## src/rtl/muldiv_unit.sv

```systemverilog
// Iterative HI/LO multiply/divide unit: one shift-add or restoring shift-subtract
// step per clock, sign fix-up in a final cycle, plus direct HI/LO writes.
module muldiv_unit #(
  parameter int WIDTH = 32
) (
  input  logic             clk,
  input  logic             rst,
  input  logic             start_i,
  input  logic [2:0]       op_i,
  input  logic [WIDTH-1:0] src_a_i,
  input  logic [WIDTH-1:0] src_b_i,
  input  logic             annul_i,
  output logic             stall_o,
  output logic             busy_o,
  output logic             done_o,
  output logic [WIDTH-1:0] hi_o,
  output logic [WIDTH-1:0] lo_o
);

  localparam int CW = $clog2(WIDTH);
  localparam logic [CW-1:0] CNT_LAST = CW'(WIDTH - 1);
  localparam logic [CW-1:0] CNT_ONE  = CW'(1);

  localparam logic [2:0] OP_MTHI = 3'd4;
  localparam logic [2:0] OP_MTLO = 3'd5;

  typedef enum logic [1:0] {
    S_IDLE,
    S_RUN,
    S_FIX,
    S_DONE
  } state_t;

  state_t           state_q, state_d;
  logic [CW-1:0]    cnt_q, cnt_d;
  logic [WIDTH-1:0] hi_q, hi_d;
  logic [WIDTH-1:0] lo_q, lo_d;
  // upper_q: partial product high half / partial remainder.
  // lower_q: multiplier being shifted out / dividend shifting into quotient.
  logic [WIDTH-1:0] upper_q, upper_d;
  logic [WIDTH-1:0] lower_q, lower_d;
  logic [WIDTH-1:0] opnd_q, opnd_d;
  logic             is_div_q, is_div_d;
  logic             sgn_a_q, sgn_a_d;
  logic             sgn_b_q, sgn_b_d;

  logic             idle_like;
  logic             accept;
  logic             in_sgn;
  logic             in_div;
  logic [WIDTH-1:0] mag_a;
  logic [WIDTH-1:0] mag_b;

  logic [WIDTH:0]   mul_sum;
  logic [WIDTH:0]   rem_sh;
  logic [WIDTH:0]   rem_diff;
  logic             rem_ge;

  logic [2*WIDTH-1:0] prod_raw;
  logic [2*WIDTH-1:0] prod_fix;
  logic [WIDTH-1:0]   quot_fix;
  logic [WIDTH-1:0]   rem_fix;

  // Input decode and operand magnitudes for the accept cycle.
  always_comb begin
    idle_like = (state_q == S_IDLE) || (state_q == S_DONE);
    accept    = start_i & idle_like & ~annul_i;
    in_sgn    = ~op_i[2] & ~op_i[0];
    in_div    = op_i[1];
    mag_a     = (in_sgn && src_a_i[WIDTH-1]) ? -src_a_i : src_a_i;
    mag_b     = (in_sgn && src_b_i[WIDTH-1]) ? -src_b_i : src_b_i;
  end

  // One iteration step for each operation.
  always_comb begin
    mul_sum  = {1'b0, upper_q} + (lower_q[0] ? {1'b0, opnd_q} : '0);
    rem_sh   = {upper_q, lower_q[WIDTH-1]};
    // rem_sh < 2*divisor, so bit WIDTH of the difference is a valid sign bit.
    rem_diff = rem_sh - {1'b0, opnd_q};
    rem_ge   = ~rem_diff[WIDTH];
  end

  // Sign fix-up applied in FIX; the sign flags are zero for unsigned ops.
  always_comb begin
    prod_raw = {upper_q, lower_q};
    prod_fix = (sgn_a_q ^ sgn_b_q) ? -prod_raw : prod_raw;
    quot_fix = (sgn_a_q ^ sgn_b_q) ? -lower_q : lower_q;
    rem_fix  = sgn_a_q ? -upper_q : upper_q;
  end

  always_comb begin
    state_d  = state_q;
    cnt_d    = cnt_q;
    hi_d     = hi_q;
    lo_d     = lo_q;
    upper_d  = upper_q;
    lower_d  = lower_q;
    opnd_d   = opnd_q;
    is_div_d = is_div_q;
    sgn_a_d  = sgn_a_q;
    sgn_b_d  = sgn_b_q;

    unique case (state_q)
      S_IDLE, S_DONE: begin
        state_d = S_IDLE;
        if (accept) begin
          if (op_i == OP_MTHI) begin
            hi_d = src_a_i;
          end else if (op_i == OP_MTLO) begin
            lo_d = src_a_i;
          end else if (!op_i[2]) begin
            if (in_div && (src_b_i == '0)) begin
              lo_d    = '1;
              hi_d    = src_a_i;
              state_d = S_DONE;
            end else begin
              state_d  = S_RUN;
              cnt_d    = '0;
              upper_d  = '0;
              lower_d  = in_div ? mag_a : mag_b;
              opnd_d   = in_div ? mag_b : mag_a;
              is_div_d = in_div;
              sgn_a_d  = in_sgn & src_a_i[WIDTH-1];
              sgn_b_d  = in_sgn & src_b_i[WIDTH-1];
            end
          end
        end
      end

      S_RUN: begin
        if (annul_i) begin
          state_d = S_IDLE;
          cnt_d   = '0;
        end else begin
          if (is_div_q) begin
            upper_d = rem_ge ? rem_diff[WIDTH-1:0] : rem_sh[WIDTH-1:0];
            lower_d = {lower_q[WIDTH-2:0], rem_ge};
          end else begin
            upper_d = mul_sum[WIDTH:1];
            lower_d = {mul_sum[0], lower_q[WIDTH-1:1]};
          end
          if (cnt_q == CNT_LAST) begin
            cnt_d   = '0;
            state_d = S_FIX;
          end else begin
            cnt_d = cnt_q + CNT_ONE;
          end
        end
      end

      S_FIX: begin
        state_d = S_IDLE;
        if (!annul_i) begin
          state_d = S_DONE;
          if (is_div_q) begin
            lo_d = quot_fix;
            hi_d = rem_fix;
          end else begin
            lo_d = prod_fix[WIDTH-1:0];
            hi_d = prod_fix[2*WIDTH-1:WIDTH];
          end
        end
      end

      default: state_d = S_IDLE;
    endcase
  end

  always_ff @(posedge clk) begin
    if (rst) begin
      state_q  <= S_IDLE;
      cnt_q    <= '0;
      hi_q     <= '0;
      lo_q     <= '0;
      upper_q  <= '0;
      lower_q  <= '0;
      opnd_q   <= '0;
      is_div_q <= 1'b0;
      sgn_a_q  <= 1'b0;
      sgn_b_q  <= 1'b0;
    end else begin
      state_q  <= state_d;
      cnt_q    <= cnt_d;
      hi_q     <= hi_d;
      lo_q     <= lo_d;
      upper_q  <= upper_d;
      lower_q  <= lower_d;
      opnd_q   <= opnd_d;
      is_div_q <= is_div_d;
      sgn_a_q  <= sgn_a_d;
      sgn_b_q  <= sgn_b_d;
    end
  end

  // Handshake: a mul/div request with start_i=1 is taken on the clock edge of
  // a cycle where stall_o's request term is 1 (IDLE/DONE, annul_i=0); the
  // requester must hold the stage while stall_o=1. Status outputs read 0 in reset.
  always_comb begin
    busy_o  = ~rst & ((state_q == S_RUN) || (state_q == S_FIX));
    done_o  = ~rst & (state_q == S_DONE);
    stall_o = ~rst & (((state_q == S_RUN) || (state_q == S_FIX)) |
                      (start_i & ~op_i[2] & idle_like & ~annul_i));
    hi_o    = hi_q;
    lo_o    = lo_q;
  end

endmodule

```

## config.mk

```make
export PLATFORM = sky130hd
export DESIGN_NAME = muldiv_unit
export DESIGN_NICKNAME = d
export VERILOG_FILES = /design/src/rtl/muldiv_unit.sv
export SDC_FILE = /design/constraint.sdc
export NUM_CORES = 1
export LEC_CHECK = 0
export ABC_AREA = 1
export ABC_CLOCK_PERIOD_IN_PS = 3700
export BUFFER_PORTS_ARGS = -buffer_cell sky130_fd_sc_hd__buf_2
export CAP_MARGIN = 20
export CORE_MARGIN = 8
export CORE_UTILIZATION = 24
export CTS_CLUSTER_SIZE = 16
export DETAILED_ROUTE_END_ITERATION = 8
export SLEW_MARGIN = 40
export SYNTH_ARGS = -nofsm -noshare
export SYNTH_HDL_FRONTEND = slang
export SYNTH_SLANG_ARGS = --single-unit
```

## constraint.sdc

```tcl
create_clock -name clk -period 3.7 [get_ports clk]
set_input_delay 0.555 -clock clk [delete_from_list [all_inputs] [get_ports clk]]
set_output_delay 0.555 -clock clk [all_outputs]
set_load 0.005 [all_outputs]
```

Word level (Yosys, flattened, before mapping). Index checks and enable logic that the tools add are counted.

Register bits after elaboration: 170. Latch bits: 0. Memory bits (writable): 0. ROM bits: 0. Input port bits: 71. Output and inout port bits: 67. Word-level logic and storage cells: 131. Memories: 0.

Add/subtract/negate cells: 8. Multiply operators: 0. Divide/modulo/power cells: 0. Order comparisons: 0. Equality and inequality tests: 19. Shift-type cells: 0. Multiplexer cells: 58. Bitwise gates (word level): 21. Reduce and logical (&&, ||, !) cells: 15.

Operator list (count): $mux W32 (36); $pmux W32 S2 (4); $neg A32 Y32 (4); $mux W64 (1); $neg A64 Y64 (1); $mux W5 (7); $add A32 B32 Y33 (1); $sub A33 B32 Y33 (1); $logic_not A32 Y1 (1); $reduce_and A6 Y1 (4); $ne A3 B3 Y1 const B (6); $mux W2 (8); $ne A2 B2 Y1 const B (7); $and A1 B1 Y1 (11); $pmux W5 S2 (1); $not A1 Y1 (8); $reduce_and A7 Y1 (1); $eq A3 B3 Y1 const B (2); $pmux W2 S3 (1); $add A5 B1 Y5 const B (1); $eq A5 B5 Y1 const B (1); $eq A2 B2 Y1 const B (2); $reduce_bool A2 Y1 (2); $logic_and A1 B1 Y1 (3); other kinds (6) (7).

Longest topological paths before layout.
Depth in word-level cells: 11. Gate-level depth with buffers: 22. Depth with buffers taken out: 20.

Worst setup path before layout. No wires, ideal clock.

Path kind: flip-flop to flip-flop. Start point: register lower_q[0]. End point: register upper_q[27]. Arrival: 2.607 ns. Data required time: 3.565 ns. Path slack: 0.958 ns. Cell stages (with the launch flop): 20. Path through: dfxtp_1 clkbuf_1 clkbuf_1 nand2_1 inv_1 ha_1 inv_1 fa_1 inv_1 nand3_1 nand2_1 inv_1 o21ai_0 nand2_1 nand2_1 nand2_1 nand3_1 nand3_1 nand3_1 a21oi_1.

Word-level cells in the longest chain between the ends: 5.

RTL lines: start, declared (RTL line 41) `logic [WIDTH-1:0] lower_q, lower_d;`; start signal, assigned (RTL line 187) `lower_q <= lower_d;`; $mux W32 (RTL line 76) `mul_sum = {1'b0, upper_q} + (lower_q[0] ? {1'b0, opnd_q} : '0);`; $add A32 B32 Y33 (RTL line 76); $mux W32 (RTL line 135) `if (is_div_q) begin`; $mux W32 (RTL line 131) `if (annul_i) begin`; $pmux W32 S2 (RTL line 103) `unique case (state_q)`; end signal, assigned (RTL line 186) `upper_q <= upper_d;`; end, declared (RTL line 40) `logic [WIDTH-1:0] upper_q, upper_d;`.

Every way passes these cells. The select of a mux whose other input is x is not followed. A chain may end at the register's enable or synchronous reset.

Worst setup path after layout. Same ends and word-level chain as after synthesis.

==> results.env <==
YOSYS_WARNINGS=0
MAXSLEWHEADROOM_PCT=43.4
FIN_AREA_UM2=21000
SYNTH.YOSYS.SEQ_AREA_SHARE_PCT=18.4
ROUTE.ANTENNA.REMAINING_NETS=0
WORST_SKEW_PAIR.LATE_LATENCY_NS=0.47
GRT.TOTAL_USAGE_PCT=18.9
GRT_ANTENNA_BEFORE_REPAIR=12
CLK_TRANSITION_REPORTED_PATHS_NS=0.09
DIEHEIGHT_UM=294
DIE_AREA_UM2=86400
SYNTH_ENABLE_FLOP_CELLS=0
POST-DP-HPWL_MM=68.4
POST_CTS.RESIZED_INSTANCES=0
FIN_WORST_HOLD_SLACK_NS=0.441
PLACED_AREA_UM2=20400
SETUP-TNS-FINAL_NS=0
MAXSLEWVIOLCOUNT=0
VIAS_PER_CELL=5.06
IO-PIN-COUNT=138
FMAX_MHz=312
ENDPOINT_KIND='flop'
SYNTH_FP_NETS=3515
FIRST_GLOBAL_VIAS=20584
LAYOUT_CELL_SHARE_WITH_DRIVE_STRENGTH_BEYOND_1_PCT=8.94
WIRELENGTH_MM=85.0
CTS_BUFFERS=17
POWER.IR.VDD_WORST_mV=0.296
PWR_DENSITY_CELL_nW_PER_UM2=281
DR_TOTAL_VIAS=22791
YOSYS_REGISTER_BITS=170
POST_SYNTH_INST_COUNT=3369
CRITPATHARRIVALTIME_NS=3.54
POWER.STATIC_LEAKAGE_nW=10.3
DIE_WIDTH_UM=294
STATUS='complete, no violations'
SYNTH.CELL_AREA_UM2=18500
FINAL_HOLD_VIOL_COUNT=0
DRT_PRE_ANTENNA_ITERS=8
SYNTH_FLOP_CELL='sky130_fd_sc_hd__dfxtp_1'
SYNTH_LARGEST_TYPE_AREA_FRACTION_PCT=19.5
CORE.ROWCOUNT=102
GRT_PASS1_WL_MM=126
PATH_MAX_FANOUT=6
SWITCHING_SHARE_PCT=42.4
WORST-ENDPOINT-REQUIRED_NS=4.04
GRT_MAX_DEGREE=89
DESIGN.CORE.AREA_UM2=77000
HOLD_PATH.CLASS='in2reg'
ANTENNA-DIODE-COUNT=0
MAXCAPVIOLATIONS=0
COMBINATIONALPOWERSHARE_PCT=33.5
NETLIST.TOP_CELL.BY_AREA='sky130_fd_sc_hd__nand2_1'
POST-LAYOUT-TOTAL-POWER_W=0.00590
SYNTH_ASYNC_SR_FLOP_SHARE_PCT=0
SWITCHING_PWR_W=0.00250
1ST_ITER_DRT_VIOLS=2629
SHARE_SEQ_OF_TOTAL_POWER_PCT=34.0
CTS_SETUP_BUFFERS=0
SETUP-VIOLATIONS-FINAL=0
PWR-SHARE-CLK_PCT=32.5
WIRE_PER_INST_UM=18.9
CTS-ROOT-BUF='sky130_fd_sc_hd__clkbuf_16'
HTREE_NUM_LEVELS=4
MOST_COMMON_LIBRARY_CELL_IN_THE_LAYOUT_IGNORING_FILL_AND_TAPS='sky130_fd_sc_hd__nand2_1'
MOST_FREQUENT_CELLS_IN_THE_LAYOUT='961 x sky130_fd_sc_hd__nand2_1, 460 x sky130_fd_sc_hd__inv_1, 368 x sky130_fd_sc_hd__nor2_1, 319 x sky130_fd_sc_hd__nand3_1, 293 x sky130_fd_sc_hd__a21oi_1'
P_INT_W=0.00340
DRT_DRC_VIOLATIONS_LEFT=0
FIN_CRIT_NS=3.20
CTS_NUM_SINKS=170
YS_TYPES=56
FINAL_NET_COUNT=3599
SYNTH.AVG_CELL_AREA_UM2=5.50
MIN_PERIOD_OVER_PERIOD_PCT=86.5
CP-START-KIND='flop'
IO_BUFFERS=137
SYNTHTOPCELLSBYAREA='sky130_fd_sc_hd__nand2_1 19%, sky130_fd_sc_hd__dfxtp_1 18%, sky130_fd_sc_hd__inv_1 9.3%, sky130_fd_sc_hd__nand3_1 8.6%, sky130_fd_sc_hd__a21oi_1 7.9%'
PLACE_CONGESTION=1.02
UTILIZATION_AFTER_LAYOUT_PCT=27.3
GRT.OVERFLOW.TOTAL=0
CLOCK_TREE.BUFFER_DEPTH=2
RSZ0062_AT_GRT='no'
WORST_PIN_SLEW_NS=0.840
INITIAL_UTILIZATION_PCT=24.1
WORST_CLOCK_SKEW_NS=0.0206
CRITPATHKIND='reg2reg'
HOLD_BUFFERS=0
TRITONCTS_CLOCK_TREE='done'
AREA_DELTA_SYNTH_FINAL_PCT=13.3
-- power groups by stage --
stage,logic [W],clock network [W],registers [W]
floorplan,0.00132,0,0.00200
CTS,0.00193,0.00194,0.00200
global placement,0.00192,0,0.00204
global route,0.00216,0.00202,0.00201
finish,0.00198,0.00192,0.00201
detailed placement,0.00193,0,0.00204
-- Yosys cell counts, types with 33 or more instances --
| master | instances |
|---|---|
| sky130_fd_sc_hd__a21oi_1 | 293 |
| sky130_fd_sc_hd__buf_2 | 33 |
| sky130_fd_sc_hd__clkbuf_1 | 67 |
| sky130_fd_sc_hd__dfxtp_1 | 170 |
| sky130_fd_sc_hd__ha_1 | 73 |
| sky130_fd_sc_hd__inv_1 | 461 |
| sky130_fd_sc_hd__nand2_1 | 961 |
| sky130_fd_sc_hd__nand3_1 | 319 |
| sky130_fd_sc_hd__nand4_1 | 39 |
| sky130_fd_sc_hd__nor2_1 | 370 |
| sky130_fd_sc_hd__o211ai_1 | 35 |
| sky130_fd_sc_hd__o21ai_0 | 214 |
| sky130_fd_sc_hd__xor2_1 | 62 |
-- through the flow --
| stage | std cells | worst slack [ns] |
|---|---|---|
| detailed placement | 4474 | 0.646 |
| floorplan | 3369 | 0.958 |
| finish | 4506 | 0.500 |
| global placement | 4474 | 0.674 |
| CTS | 4506 | 0.626 |
| global route | 4506 | 0.239 |
-- critical path: stages (launching register included) --
cell                      delay (ns)
sky130_fd_sc_hd__dfxtp_1        0.52
sky130_fd_sc_hd__nand2_1        0.08
sky130_fd_sc_hd__inv_1          0.06
sky130_fd_sc_hd__ha_1           0.19
sky130_fd_sc_hd__inv_1          0.07
sky130_fd_sc_hd__fa_1           0.35
sky130_fd_sc_hd__inv_1          0.15
sky130_fd_sc_hd__nand3_1        0.09
sky130_fd_sc_hd__nand2_1        0.18
sky130_fd_sc_hd__inv_1          0.05
sky130_fd_sc_hd__o21ai_0        0.59
sky130_fd_sc_hd__nand2_1        0.11
sky130_fd_sc_hd__nand2_1        0.17
sky130_fd_sc_hd__nand2_1        0.12
sky130_fd_sc_hd__nand3_1        0.10
sky130_fd_sc_hd__nand3_1        0.08
sky130_fd_sc_hd__nand3_1        0.11
sky130_fd_sc_hd__a21oi_1        0.06
-- sequential cells by signal, summed over array words and instances (netlist names) --
signal    cells
hi_o         32
lo_o         32
lower_q      32
opnd_q       32
upper_q      32
cnt_q         5
state_q       2
is_div_q      1
sgn_a_q       1
sgn_b_q       1
-- cells by family after synthesis --
logic type      count (synthesis)  synth area share, %
simple gates                 1803                 41.1
compound gates                639                 18.8
buf+inv                       608                 13.1
flops                         170                 18.4
fa+ha+maj                      75                 5.14
xor+xnor                       74                 3.50
-- final cells by class --
cell class | instances | area, um2
clock buffer | 17 | 425
clock inverter | 15 | 195
fill | 8867 | 56000
inverter | 475 | 1790
multi-input combinational | 2591 | 12700
sequential | 170 | 3410
tap | 1040 | 1300
timing repair buffer | 198 | 1160
-- path summary, 6_finish.rpt --
kind / from / to / slack [ns] / depth (start not counted)
worst max-delay path: lower_q[0] / upper_q[27] / 0.50 / 17
worst min-delay path: annul_i / cnt_q[4] / 0.44 / 4
worst max register to register: lower_q[0] / upper_q[27] / 0.50 / 17
worst min register to register: hi_o[26] / hi_o[26] / 0.46 / 2
-- metal layers --
| metal | vias up | track usage [%] | wire [um] |
|---|---|---|---|
| met3 | 217 | 2.58 | 6600 |
| li1 | 11040 | - | - |
| met1 | 10472 | 24.4 | 35100 |
| met5 | - | 0 | 0 |
| met4 | 0 | 7.63 | 4240 |
| met2 | 1062 | 31.4 | 39100 |
(Power assumes the default switching activity.)
